**src/rtl/rll27_encoder.sv**
```systemverilog
// RLL(2,7) encoder: parses parallel data words MSB-first into variable-length
//   source words and emits the rate-1/2 code stream serially, plus an NRZI line level.
// Latency: word accepted at edge t, first code word loaded at edge t+1, first code bit
//   valid in the cycle after t+1.
// Backpressure: din_ready only while the bit buffer has room for a whole word and no
//   flush is pending. The code stream stalls, and underrun flags it, when the buffer starves.
//
// Ports:
//   clk, rst    single clock, synchronous active-high reset
//   din         data word, MSB first in time; din_valid/din_ready handshake
//   flush       one-cycle pulse: end of stream, pad and drain the residual bits
//   code_out    serial code bit, qualified by code_valid
//   nrzi_out    NRZI line level (or code_out itself when NRZI_EN=0)
//   underrun    shifter empty while busy and not flushing
//   busy        buffer, shifter or pending flush non-empty
//
// DATA_W must be at least 2 so that the parser can always look at 4 head bits.

module rll27_encoder #(
  parameter int DATA_W  = 8,
  parameter bit NRZI_EN = 1'b1
) (
  input  logic              clk,
  input  logic              rst,
  input  logic [DATA_W-1:0] din,
  input  logic              din_valid,
  output logic              din_ready,
  input  logic              flush,
  output logic              code_out,
  output logic              code_valid,
  output logic              nrzi_out,
  output logic              underrun,
  output logic              busy
);

  localparam int BQ_W  = 2 * DATA_W;
  localparam int CNT_W = $clog2(BQ_W + 1);

  // Bit buffer: the oldest bit sits at bq[BQ_W-1]. Bits below the valid count
  // are always zero, which is what makes end-of-stream padding free.
  logic [BQ_W-1:0]  bq;
  logic [CNT_W-1:0] bq_cnt;
  // Code shifter: the code word is left-aligned, and the MSB is the bit on the wire.
  logic [7:0]       sh;
  logic [3:0]       sh_cnt;
  logic             flush_pend;
  logic             nrzi_q;

  logic [3:0]       hd;
  logic [CNT_W-1:0] src_len;
  logic [3:0]       code_len;
  logic [7:0]       code;
  logic             full_word;
  logic             pad_word;
  logic             load;
  logic             accept;
  logic [CNT_W-1:0] consume;
  logic [CNT_W-1:0] cnt_left;
  logic [BQ_W-1:0]  app;

  assign hd = bq[BQ_W-1 -: 4];

  // Table lookup on the head bits. The code table is prefix-free, so the head
  // alone selects the entry; whether enough bits are present is checked separately.
  always_comb begin
    src_len  = CNT_W'(3);
    code_len = 4'd6;
    code     = 8'h00;
    if (hd[3]) begin
      src_len  = CNT_W'(2);
      code_len = 4'd4;
      code     = hd[2] ? 8'b1000_0000 : 8'b0100_0000;
    end else if (hd[2:1] == 2'b01) begin
      src_len  = CNT_W'(4);
      code_len = 4'd8;
      code     = hd[0] ? 8'b0000_1000 : 8'b0010_0100;
    end else begin
      case (hd[2:1])
        2'b00:   code = 8'b0001_0000;
        2'b10:   code = 8'b1001_0000;
        default: code = 8'b0010_0000;
      endcase
    end
  end

  // A short residual word at end of stream is read with zero padding. The zeros
  // are already in the buffer, so only the consumed count differs.
  assign full_word = (bq_cnt >= src_len);
  assign pad_word  = flush_pend & (bq_cnt != '0) & ~full_word;

  // Reload while the last bit is still being issued, so code words go out back to back.
  assign load    = (full_word | pad_word) & (sh_cnt <= 4'd1);
  assign consume = load ? (full_word ? src_len : bq_cnt) : '0;

  assign din_ready = (bq_cnt <= CNT_W'(DATA_W)) & ~flush_pend & ~rst;
  assign accept    = din_valid & din_ready;

  // The new word lands directly behind the bits that remain after this cycle's consume.
  assign cnt_left = bq_cnt - consume;
  assign app      = accept ? ({din, {DATA_W{1'b0}}} >> cnt_left) : '0;

  assign code_valid = (sh_cnt != 4'd0);
  assign code_out   = code_valid & sh[7];
  assign busy       = (bq_cnt != '0) | code_valid | flush_pend;
  assign underrun   = ~code_valid & busy & ~flush_pend;
  assign nrzi_out   = NRZI_EN ? nrzi_q : code_out;

  always_ff @(posedge clk) begin
    if (rst) begin
      bq         <= '0;
      bq_cnt     <= '0;
      sh         <= '0;
      sh_cnt     <= '0;
      flush_pend <= 1'b0;
      nrzi_q     <= 1'b0;
    end else begin
      bq     <= (bq << consume) | app;
      bq_cnt <= cnt_left + (accept ? CNT_W'(DATA_W) : '0);

      if (load) begin
        sh     <= code;
        sh_cnt <= code_len;
      end else if (sh_cnt != 4'd0) begin
        sh     <= sh << 1;
        sh_cnt <= sh_cnt - 4'd1;
      end

      if (flush) begin
        flush_pend <= 1'b1;
      end else if (flush_pend && (bq_cnt == '0) && (sh_cnt == 4'd0)) begin
        flush_pend <= 1'b0;
      end

      if (NRZI_EN && code_out) begin
        nrzi_q <= ~nrzi_q;
      end
    end
  end

endmodule

```
**config.mk**
```make
export PLATFORM = sky130hd
export DESIGN_NAME = rll27_encoder
export DESIGN_NICKNAME = d
export VERILOG_FILES = /design/src/rtl/rll27_encoder.sv
export SDC_FILE = /design/constraint.sdc
export NUM_CORES = 1
export LEC_CHECK = 0
export ABC_CLOCK_PERIOD_IN_PS = 5250
export BUFFER_PORTS_ARGS = -buffer_cell sky130_fd_sc_hd__buf_2
export CORE_ASPECT_RATIO = 1.75
export CORE_MARGIN = 3
export CORE_UTILIZATION = 45
export CTS_CLUSTER_SIZE = 16
export DETAILED_ROUTE_END_ITERATION = 10
export PLACE_DENSITY = 0.65
export SLEW_MARGIN = 20
export SYNTH_ARGS = -nofsm -noshare
export SYNTH_HDL_FRONTEND = slang
export SYNTH_SLANG_ARGS = --single-unit
export TNS_END_PERCENT = 1
```
**constraint.sdc**
```tcl
create_clock -name clk -period 5.25 [get_ports clk]
set_clock_uncertainty 0.1 [all_clocks]
set_input_delay 0.525 -clock clk [delete_from_list [all_inputs] [get_ports clk]]
set_output_delay 0.525 -clock clk [all_outputs]
set_load 0.03 [all_outputs]
```
* After elaboration in Yosys (flattened, before gate mapping)
Cells that the tools add are included.
** Storage, ports and cells
- Word-level logic and storage cells :: 62
- Input port bits :: 12
- Output and inout port bits :: 6
- Register bits after elaboration :: 35
** Operators by class
- Bitwise operators :: 18
- Add/subtract/negate cells :: 3
- Reduce and logical (&&, ||, !) cells :: 9
- Order comparisons :: 3
- Muxes and demuxes :: 19
- Equal/unequal tests :: 2
- Shifts and indexed selects :: 2
** Operators with widths (count)
- 8-bit two-way mux :: 5
- 4-bit two-way mux :: 5
- 16-bit two-way mux :: 1
- 16-bit OR :: 1
- 8-bit one-hot mux with 2 select lines :: 1
- 16-bit by 5-bit << shifter with 16-bit output :: 1
- 16-bit by 5-bit right shift with 16-bit output :: 1
- 5-bit two-way mux :: 3
- 1-bit AND :: 9
- 6-bit two-way mux :: 1
- 5-bit by 4-bit adder with 5-bit output :: 1
- 5-bit >= comparator :: 1
- 5-bit by 4-bit less-or-equal comparator with 1-bit output (second input constant) :: 1
- 5-bit zero test :: 1
- 1-bit inverter :: 5
- 5-bit nonzero test :: 1
- 5-bit subtractor :: 1
- 4-bit by 1-bit less-or-equal comparator with 1-bit output (second input constant) :: 1
- 4-bit zero test :: 1
- 2-bit nonzero test :: 2
- 4-bit nonzero test :: 1
- 4-bit by 1-bit subtractor with 4-bit output (second input constant) :: 1
- 3-bit two-way mux :: 1
- 1-bit OR :: 3
- 5 further kinds :: 7

* Depth between registers and ports, before layout
Gate-level depths: netlist (run 1).
- Depth after elaboration :: 13
- Depth in mapped cells :: 20
- Gate-level depth less buffers :: 19

* Worst setup path after synthesis (run 1)
No wires, ideal clock.
- Path kind :: register to register
- Start :: reg bq[13]
- End :: reg bq[6]
- Period minus slack after synthesis :: 4174 ps
- Slack :: 1076 ps
- Buffers on the path :: 3
- Data arrival time :: 3979 ps
- Data required time :: 5055 ps
- Library setup time :: 95 ps
- Stages on the path, launching flop included :: 19
- Cells stage by stage :: dfxtp_1 inv_1 nor2_1 nor2_1 ha_1 nand2b_1 o21ai_1 o211a_2 o211ai_2 inv_2 buf_2 ha_1 fa_1 clkbuf_1 clkbuf_1 nand3_1 a211oi_1 nor2_1 a221oi_1
** Between the ends
- Longest elaborated chain between the ends :: 13
- Elaborated cells on any way between the ends :: 15
- Classes of those cells :: 1 x add/sub; 1 x order compare; 1 x eq/ne; 2 x shift; 5 x mux; 5 x bitwise
** Ends and longest elaborated chain
- from (decl) :: line 41 : logic [BQ_W-1:0] bq;
- from (signal assigned) :: line 117 : bq <= (bq << consume) | app;
- 2-bit by 1-bit equality test with 1-bit output :: line 73 : end else if (hd[2:1] == 2'b01) begin
- 3-bit two-way mux :: line 73
- 5-bit two-way mux :: line 69 : if (hd[3]) begin
- 5-bit >= comparator :: line 88 : assign full_word = (bq_cnt >= src_len);
- 1-bit inverter :: line 89 : assign pad_word = flush_pend & (bq_cnt != '0) & ~full_word;
- 1-bit AND :: line 89
- 1-bit OR :: line 92 : assign load = (full_word | pad_word) & (sh_cnt <= 4'd1);
- 1-bit AND :: line 92
- 5-bit two-way mux :: line 93 : assign consume = load ? (full_word ? src_len : bq_cnt) : '0;
- 5-bit subtractor :: line 99 : assign cnt_left = bq_cnt - consume;
- 16-bit by 5-bit right shift with 16-bit output :: line 100 : assign app = accept ? ({din, {DATA_W{1'b0}}} >> cnt_left) : '0;
- 16-bit two-way mux :: line 100
- 16-bit OR (*) :: line 117
Every way passes the cells marked *; elsewhere a longest branch is shown, timed or not.
A chain may end at the register's enable or synchronous reset.

* Final worst setup path (run 1)
Ends and elaborated chain as after synthesis.

==> results of run 1 <==
[tightest hold or removal path: cells and delay by family]
kind,cells,cell delay (ns)
buf+inv,1,0.08
simple gates,1,0.08
compound gates,1,0.03
[synth_stat cells (3+ instances only)]
| library cell | instances |
|---|---|
| nor3_1 | 11 |
| dfxtp_1 | 33 |
| inv_1 | 14 |
| o2111ai_1 | 6 |
| nor2_1 | 41 |
| and2_1 | 4 |
| mux2_2 | 6 |
| o211ai_1 | 14 |
| o21ai_0 | 10 |
| a221oi_1 | 4 |
| o21a_1 | 5 |
| and3_1 | 4 |
| nor2b_1 | 3 |
| xnor2_1 | 5 |
| mux2i_1 | 13 |
| clkbuf_1 | 13 |
| nand2b_1 | 4 |
| a21oi_1 | 30 |
| nand3_1 | 8 |
| inv_2 | 4 |
| a221o_1 | 6 |
| nor4_1 | 4 |
| or3_1 | 4 |
| nand2_1 | 29 |
| ha_1 | 12 |
| buf_2 | 4 |
| a31oi_1 | 10 |
[routing by layer]
layer	global-route usage, %	share of wire, %	vias up
met5	0	0	-
li1	-	-	1341
met3	3.711	3.3	34
met1	22.49	36	1271
met2	46.52	54	83
met4	16.64	6.2	0
[final cells by class]
type	count	share of cell area (%)
multi-input combinational	284	64.89
sequential	33	22.28
timing repair buffer	24	4.641
tap	76	3.207
clock buffer	8	2.700
inverter	18	2.278
[kinds of logic after synthesis]
group	count (synthesis)	synth area share, %
other	1	0.1374
AND/OR/NAND/NOR	125	22.56
XOR/XNOR	7	2.247
flip-flops	33	24.21
AO/OA/AOI/OAI	117	31.55
adder cells (fa/ha/maj)	13	6.236
buffers and inverters	37	5.410
multiplexers	20	7.657
[registers in the layout (all words and copies together), names as in the netlist]
register,count
bq,16
flush_pend,1
sh_cnt,4
nrzi_out,1
sh,6
bq_cnt,5
[worst paths after layout]
| check | from | to | slack (ns) | cells after the start |
|---|---|---|---|---|
| max | bq[13] | bq[6] | 0.39 | 16 |
| min reg2reg | sh[5] | sh[5] | 0.39 | 2 |
| min | flush | flush_pend | 0.37 | 3 |
| max reg2reg | bq[13] | bq[6] | 0.39 | 16 |
[through the flow]
stage               setup WS, ns  instances  util (%)  hold slack, ns  instance area (um2)
finish                    0.3872        443     51.84          0.3739                 2965
global route             0.05056        443     51.84          0.3934                 2965
CTS                       0.4327        443     51.84          0.3551                 2965
detailed placement        0.4475        435     50.44          0.3776                 2885
global placement          0.4641        435     50.44          0.3667                 2885
floorplan                  1.076        354         -          0.3512                 2733
==> metrics.md, run 1 <==
| Metric | Value |
|---|---|
| Wire per inst | 18.03 um |
| Die ar. | 0.007071 mm2 |
| Sinks on the clock net | 33 |
| CP Cell Sequence | inv_1 -> nor2_1 -> nor2_1 -> ha_1 -> nand2b_1 -> o21ai_1 -> o211a_2 -> o211ai_2 -> inv_2 -> ha_1 -> fa_1 -> mux2i_1 -> a221oi_1 -> a211oi_1 -> nor2_1 -> a221oi_1 |
| Register area | 660.6 um2 |
| RSZ-0062 raised after global routing | no |
| Via density | 6.160 |
| Clk buf depth | 2 |
| First-pass GRT wire length | 13110 um |
| GP Congestion | 0.9660 |
| # DRC | 0 |
| Max Slew Vio Count | 0 |
| P&R area growth vs syn | 8.666% |
| TritonCTS clock tree | yes |
| Critical path class | flop to flop |
| FP Rows | 36 |
| Multi-input gate area | 0.001924 mm2 |
| Worst-path maximum fanout | 18 |
| Post-CTS setup buffers | 0 |
| Max-Cap Viols | 0 |
| Min-delay worst type | input pin to flop |
| I/O pin count | 18 |
| Worst slew pin tran | 0.7368 ns |
| Worst-path clk slew | 0.07 ns |
| Synth top area share | 24.21% |
| Post-synth top area cell | dfxtp_1 |
| Hpwl dp | 6306 um |
| Total grt overflow | 0 |
| Most common cell after layout, fill and taps aside | nor2_1 |
| Initial Util | 47.70% |
| Routed Antenna Nets | 0 |
| Gate count of the mapped netlist | 353 |
| Post-synth EDFFs | 0 |
| Largest net degree at the start of global routing | 36 |
| Num CTS Buffers | 5 |
| Status | finished clean |
| Fmax | 205.6 MHz |
| CP endpoint kind | flop |
| Die width | 64.87 um |
| Most frequent cells in the layout | nor2_1, dfxtp_1, a21oi_1 |
| Crit path DAT | 4.96 ns |
| Clk_lat worst skew | 0.29 ns |
| Avg Inst Size Synth | 7.731 um2 |
| Nets | 391 |
| Hold Fails Final Rpt | 0 |
| Post-synthesis cell area | 0.002729 mm2 |
| Max_slew headroom | 50.88% |
| Max incr delay on CP | 0.95 ns |
| Initial antenna violation count | 0 |
| WP buf/inv | 2 |
| Vias | 2729 |
| Startpoint types | flop |
| Main flop type after synthesis | dfxtp_1 |
| Dominant cells by area after synthesis | dfxtp_1, nor2_1, a21oi_1 |
| # hold bufs at CTS | 0 |
| CP required | 5.34 ns |
| Register area share after synthesis | 24.21% |
| Cell family with most CP delay | compound AO/OA/AOI/OAI gates |
| Period utilization | 92.62% |
| Die height | 109.0 um |
| Pre-antenna DRT Iters | 4 |
| # H-tree levels | 2 |
| Core Footprint | 0.005720 mm2 |
| DRT iter0 DRCs | 161 |
| Clock period minus worst slack | 4.863 ns |
| YS warnings | 0 |
| Number of global-route vias before repair | 2657 |
| I/O Buffers | 17 |
| Ratio of cells with drive above 1 in the final layout | 15.80% |
| Slowest stage cell on the critical path | fa_1 |
| Most frequent CP cell | nor2_1 |
| Overall Global Routing Usage | 24.16% |
| Fill cells | 580 |
| Post-CTS resize count | 0 |
| Root Buffer | clkbuf_8 |
| Final Setup Violations | 0 |
| Asr flop ratio synth | 0% |
| Unique masters post-synth | 69 |
| Yosys reg bits | 33 |
| Drt total wl | 7987 um |
| Ant diodes | 0 |
| TNS Setup | 0 ns |
Power of run 1 is not shown: default switching activity piles up to over one toggle a cycle in this logic, so the estimate is an artifact.
==> run 2: changes to the inputs <==
--- a/config.mk
+++ b/config.mk
@@ -5,7 +5,7 @@
 export SDC_FILE = /design/constraint.sdc
 export NUM_CORES = 1
 export LEC_CHECK = 0
-export ABC_CLOCK_PERIOD_IN_PS = 5250
+export ABC_CLOCK_PERIOD_IN_PS = 5550
 export BUFFER_PORTS_ARGS = -buffer_cell sky130_fd_sc_hd__buf_2
 export CORE_ASPECT_RATIO = 1.75
 export CORE_MARGIN = 3
==> constraint.sdc (replaced) <==
create_clock -name clk -period 5.55 [get_ports clk]
set_clock_uncertainty 0.1 [all_clocks]
set_input_delay 0.2775 -clock clk [delete_from_list [all_inputs] [get_ports clk]]
set_output_delay 0.2775 -clock clk [all_outputs]
set_load 0.03 [all_outputs]
==> run 2 against run 1 <==
Clock-buffer cell count decreased by 1. First-iteration DRC count decreased by 8.7%. Wire length decreased by 1.7%. Critical path depth increased by 2. Design area increased by 0.46%. Via count decreased by 0.99%. Maximum frequency increased by 1.3%. Flip-flop and latch count unchanged. Register-to-register slack improved by 0.36 ns.
==> metrics.md, run 2 (synthesis results as in run 1) <==
| Metric | Value |
|---|---|
| Routed wl met2 | 4222 um (was 4334 um) |
| Vias | 2702 (was 2729) |
| Max Slew Vio Count | 0 (unchanged) |
| Worst-path maximum fanout | 19 (was 18) |
| Ratio of cells with drive above 1 in the final layout | 16.35% (was 15.80%) |
| Clock period minus worst slack | 4.799 ns (was 4.863 ns) |
| Startpoint types | flop (unchanged) |
| WL met3 | 285 um (was 265 um) |
| Final Setup Violations | 0 (unchanged) |
| Max_slew headroom | 50.19% (was 50.88%) |
| Fill cells | 585 (was 580) |
| Status | finished clean (unchanged) |
| # H-tree levels | 2 (unchanged) |
| R2R Path Start | bq[15] (was bq[13]) |
| Worst r2r path cells | 18 (was 16) |
| First-pass GRT wire length | 13490 um (was 13110 um) |
| CP required | 5.60 ns (was 5.34 ns) |
| TritonCTS clock tree | yes (unchanged) |
| Root Buffer | clkbuf_8 (unchanged) |
| FP Rows | 36 (unchanged) |
| Top layer in use | met4 (unchanged) |
| Die width | 64.87 um (unchanged) |
| # hold bufs at CTS | 0 (unchanged) |
| Largest reg by FF count | bq (unchanged) |
| TNS Setup | 0 ns (unchanged) |
| Post-CTS resize count | 0 (unchanged) |
| Total grt overflow | 0 (unchanged) |
| Setup crit start | bq[15] (was bq[13]) |
| Clk buf depth | 2 (unchanged) |
| # DRC | 0 (unchanged) |
| Multi-input gate area | 0.001924 mm2 (unchanged) |
| Die height | 109.0 um (unchanged) |
| Initial Util | 47.70% (unchanged) |
| M1 wire length | 2867 um (was 2893 um) |
| Drt total wl | 7848 um (was 7987 um) |
| Worst-path clk slew | 0.06 ns (was 0.07 ns) |
| Largest register FFs | 16 (unchanged) |
| Hpwl dp | 6137 um (was 6306 um) |
| Reg2reg end | bq[15] (was bq[6]) |
| I/O Buffers | 17 (unchanged) |
| Pre-antenna DRT Iters | 4 (unchanged) |
| Sinks on the clock net | 33 (unchanged) |
| Flop-to-flop setup slack | 0.75 ns (was 0.39 ns) |
| Ant diodes | 0 (unchanged) |
| Routed Antenna Nets | 0 (unchanged) |
| RSZ-0062 raised after global routing | no (unchanged) |
| Via density | 6.099 (was 6.160) |
| Min-delay worst type | input pin to flop (unchanged) |
| Period utilization | 86.47% (was 92.62%) |
| Largest net degree at the start of global routing | 36 (unchanged) |
| Clk_lat worst skew | 0.29 ns (about the same) |
| Number of global-route vias before repair | 2756 (was 2657) |
| Register area | 660.6 um2 (unchanged) |
| Crit path DAT | 4.85 ns (was 4.96 ns) |
| Hold Path Depth | 3 (unchanged) |
| Post-CTS setup buffers | 0 (unchanged) |
| Overall Global Routing Usage | 24.66% (was 24.16%) |
| CP endpoint kind | flop (unchanged) |
| Num CTS Buffers | 5 (unchanged) |
| Initial antenna violation count | 0 (unchanged) |
| Critical path class | flop to flop (unchanged) |
| Wire per inst | 17.72 um (was 18.03 um) |
| Nets | 392 (was 391) |
| Fmax | 208.4 MHz (was 205.6 MHz) |
| DRT iter0 DRCs | 147 (was 161) |
| Most common cell after layout, fill and taps aside | nor2_1 (unchanged) |
| Most frequent cells in the layout | nor2_1, dfxtp_1, a21oi_1 (unchanged) |
| P&R area growth vs syn | 9.170% (was 8.666%) |
| I/O pin count | 18 (unchanged) |
| Core Footprint | 0.005720 mm2 (unchanged) |
| Die ar. | 0.007071 mm2 (unchanged) |
| Biggest regs | bq x16, sh x6, bq_cnt x5 (unchanged) |
| GP Congestion | 0.9245 (was 0.9660) |
| Worst setup path end | bq[15] (was bq[6]) |
| Max-Cap Viols | 0 (unchanged) |
| Worst slew pin tran | 0.7472 ns (was 0.7368 ns) |
| Hold Fails Final Rpt | 0 (unchanged) |
==> run 2: cell types whose count changed in the layout (fill, tap and decap cells not counted), sizes merged <==
| cell | previous run | this run |
|---|---|---|
| buf | 24 | 25 |
| clkbuf | 8 | 7 |
==> run 2: critical path: stages, from the launching register on <==
cell,delay (ns)
dfxtp_1,0.41
nor3b_4,0.31
inv_2,0.10
ha_1,0.22
or3_1,0.36
o22ai_1,0.45
nand2b_1,0.26
nor2_2,0.04
buf_4,0.20
inv_2,0.18
ha_1,0.25
nor2b_1,0.13
o21a_1,0.21
or3_1,0.34
nand2_1,0.11
inv_2,0.08
nor2_1,0.31
a21boi_0,0.16
a221oi_1,0.44
==> run 2: area by class of cell <==
cell class	instances	area share, %
Clock buffer	7	2.898
Inverter	18	2.268
Multi-Input combinational cell	284	64.59
Sequential cell	33	22.18
Tap cell	76	3.192
Timing Repair Buffer	25	4.872
==> run 2: worst min path at each step <==
stage | slack, ns | startpoint | to
floorplan | 0.29 | flush | flush_pend
global placement | 0.37 | sh[5] | sh[5]
detailed placement | 0.37 | sh[5] | sh[5]
CTS | 0.10 | flush | flush_pend
global route | 0.11 | flush | flush_pend
finish | 0.10 | flush | flush_pend
==> run 2: layer usage <==
layer	global-route usage, %	vias up
met5	0	-
met4	15.43	0
met3	3.918	38
met2	45.49	86
met1	25.27	1237
li1	-	1341
==> run 2: per-stage QoR <==
stage | instances | area, um2 | setup WS, ns | util [%] | hold WS [ns]
2_1_floorplan | 354 | 2733 | 1.376 | - | 0.2949
5_1_grt | 443 | 2979 | 0.4232 | 52.08 | 0.1136
3_5_place_dp | 436 | 2893 | 0.8276 | 50.57 | 0.3737
6_report | 443 | 2979 | 0.7511 | 52.08 | 0.1027
4_1_cts | 443 | 2979 | 0.7936 | 52.08 | 0.1038
3_3_place_gp | 436 | 2893 | 0.8727 | 50.57 | 0.3699
Power of run 2 is left out for the same reason.
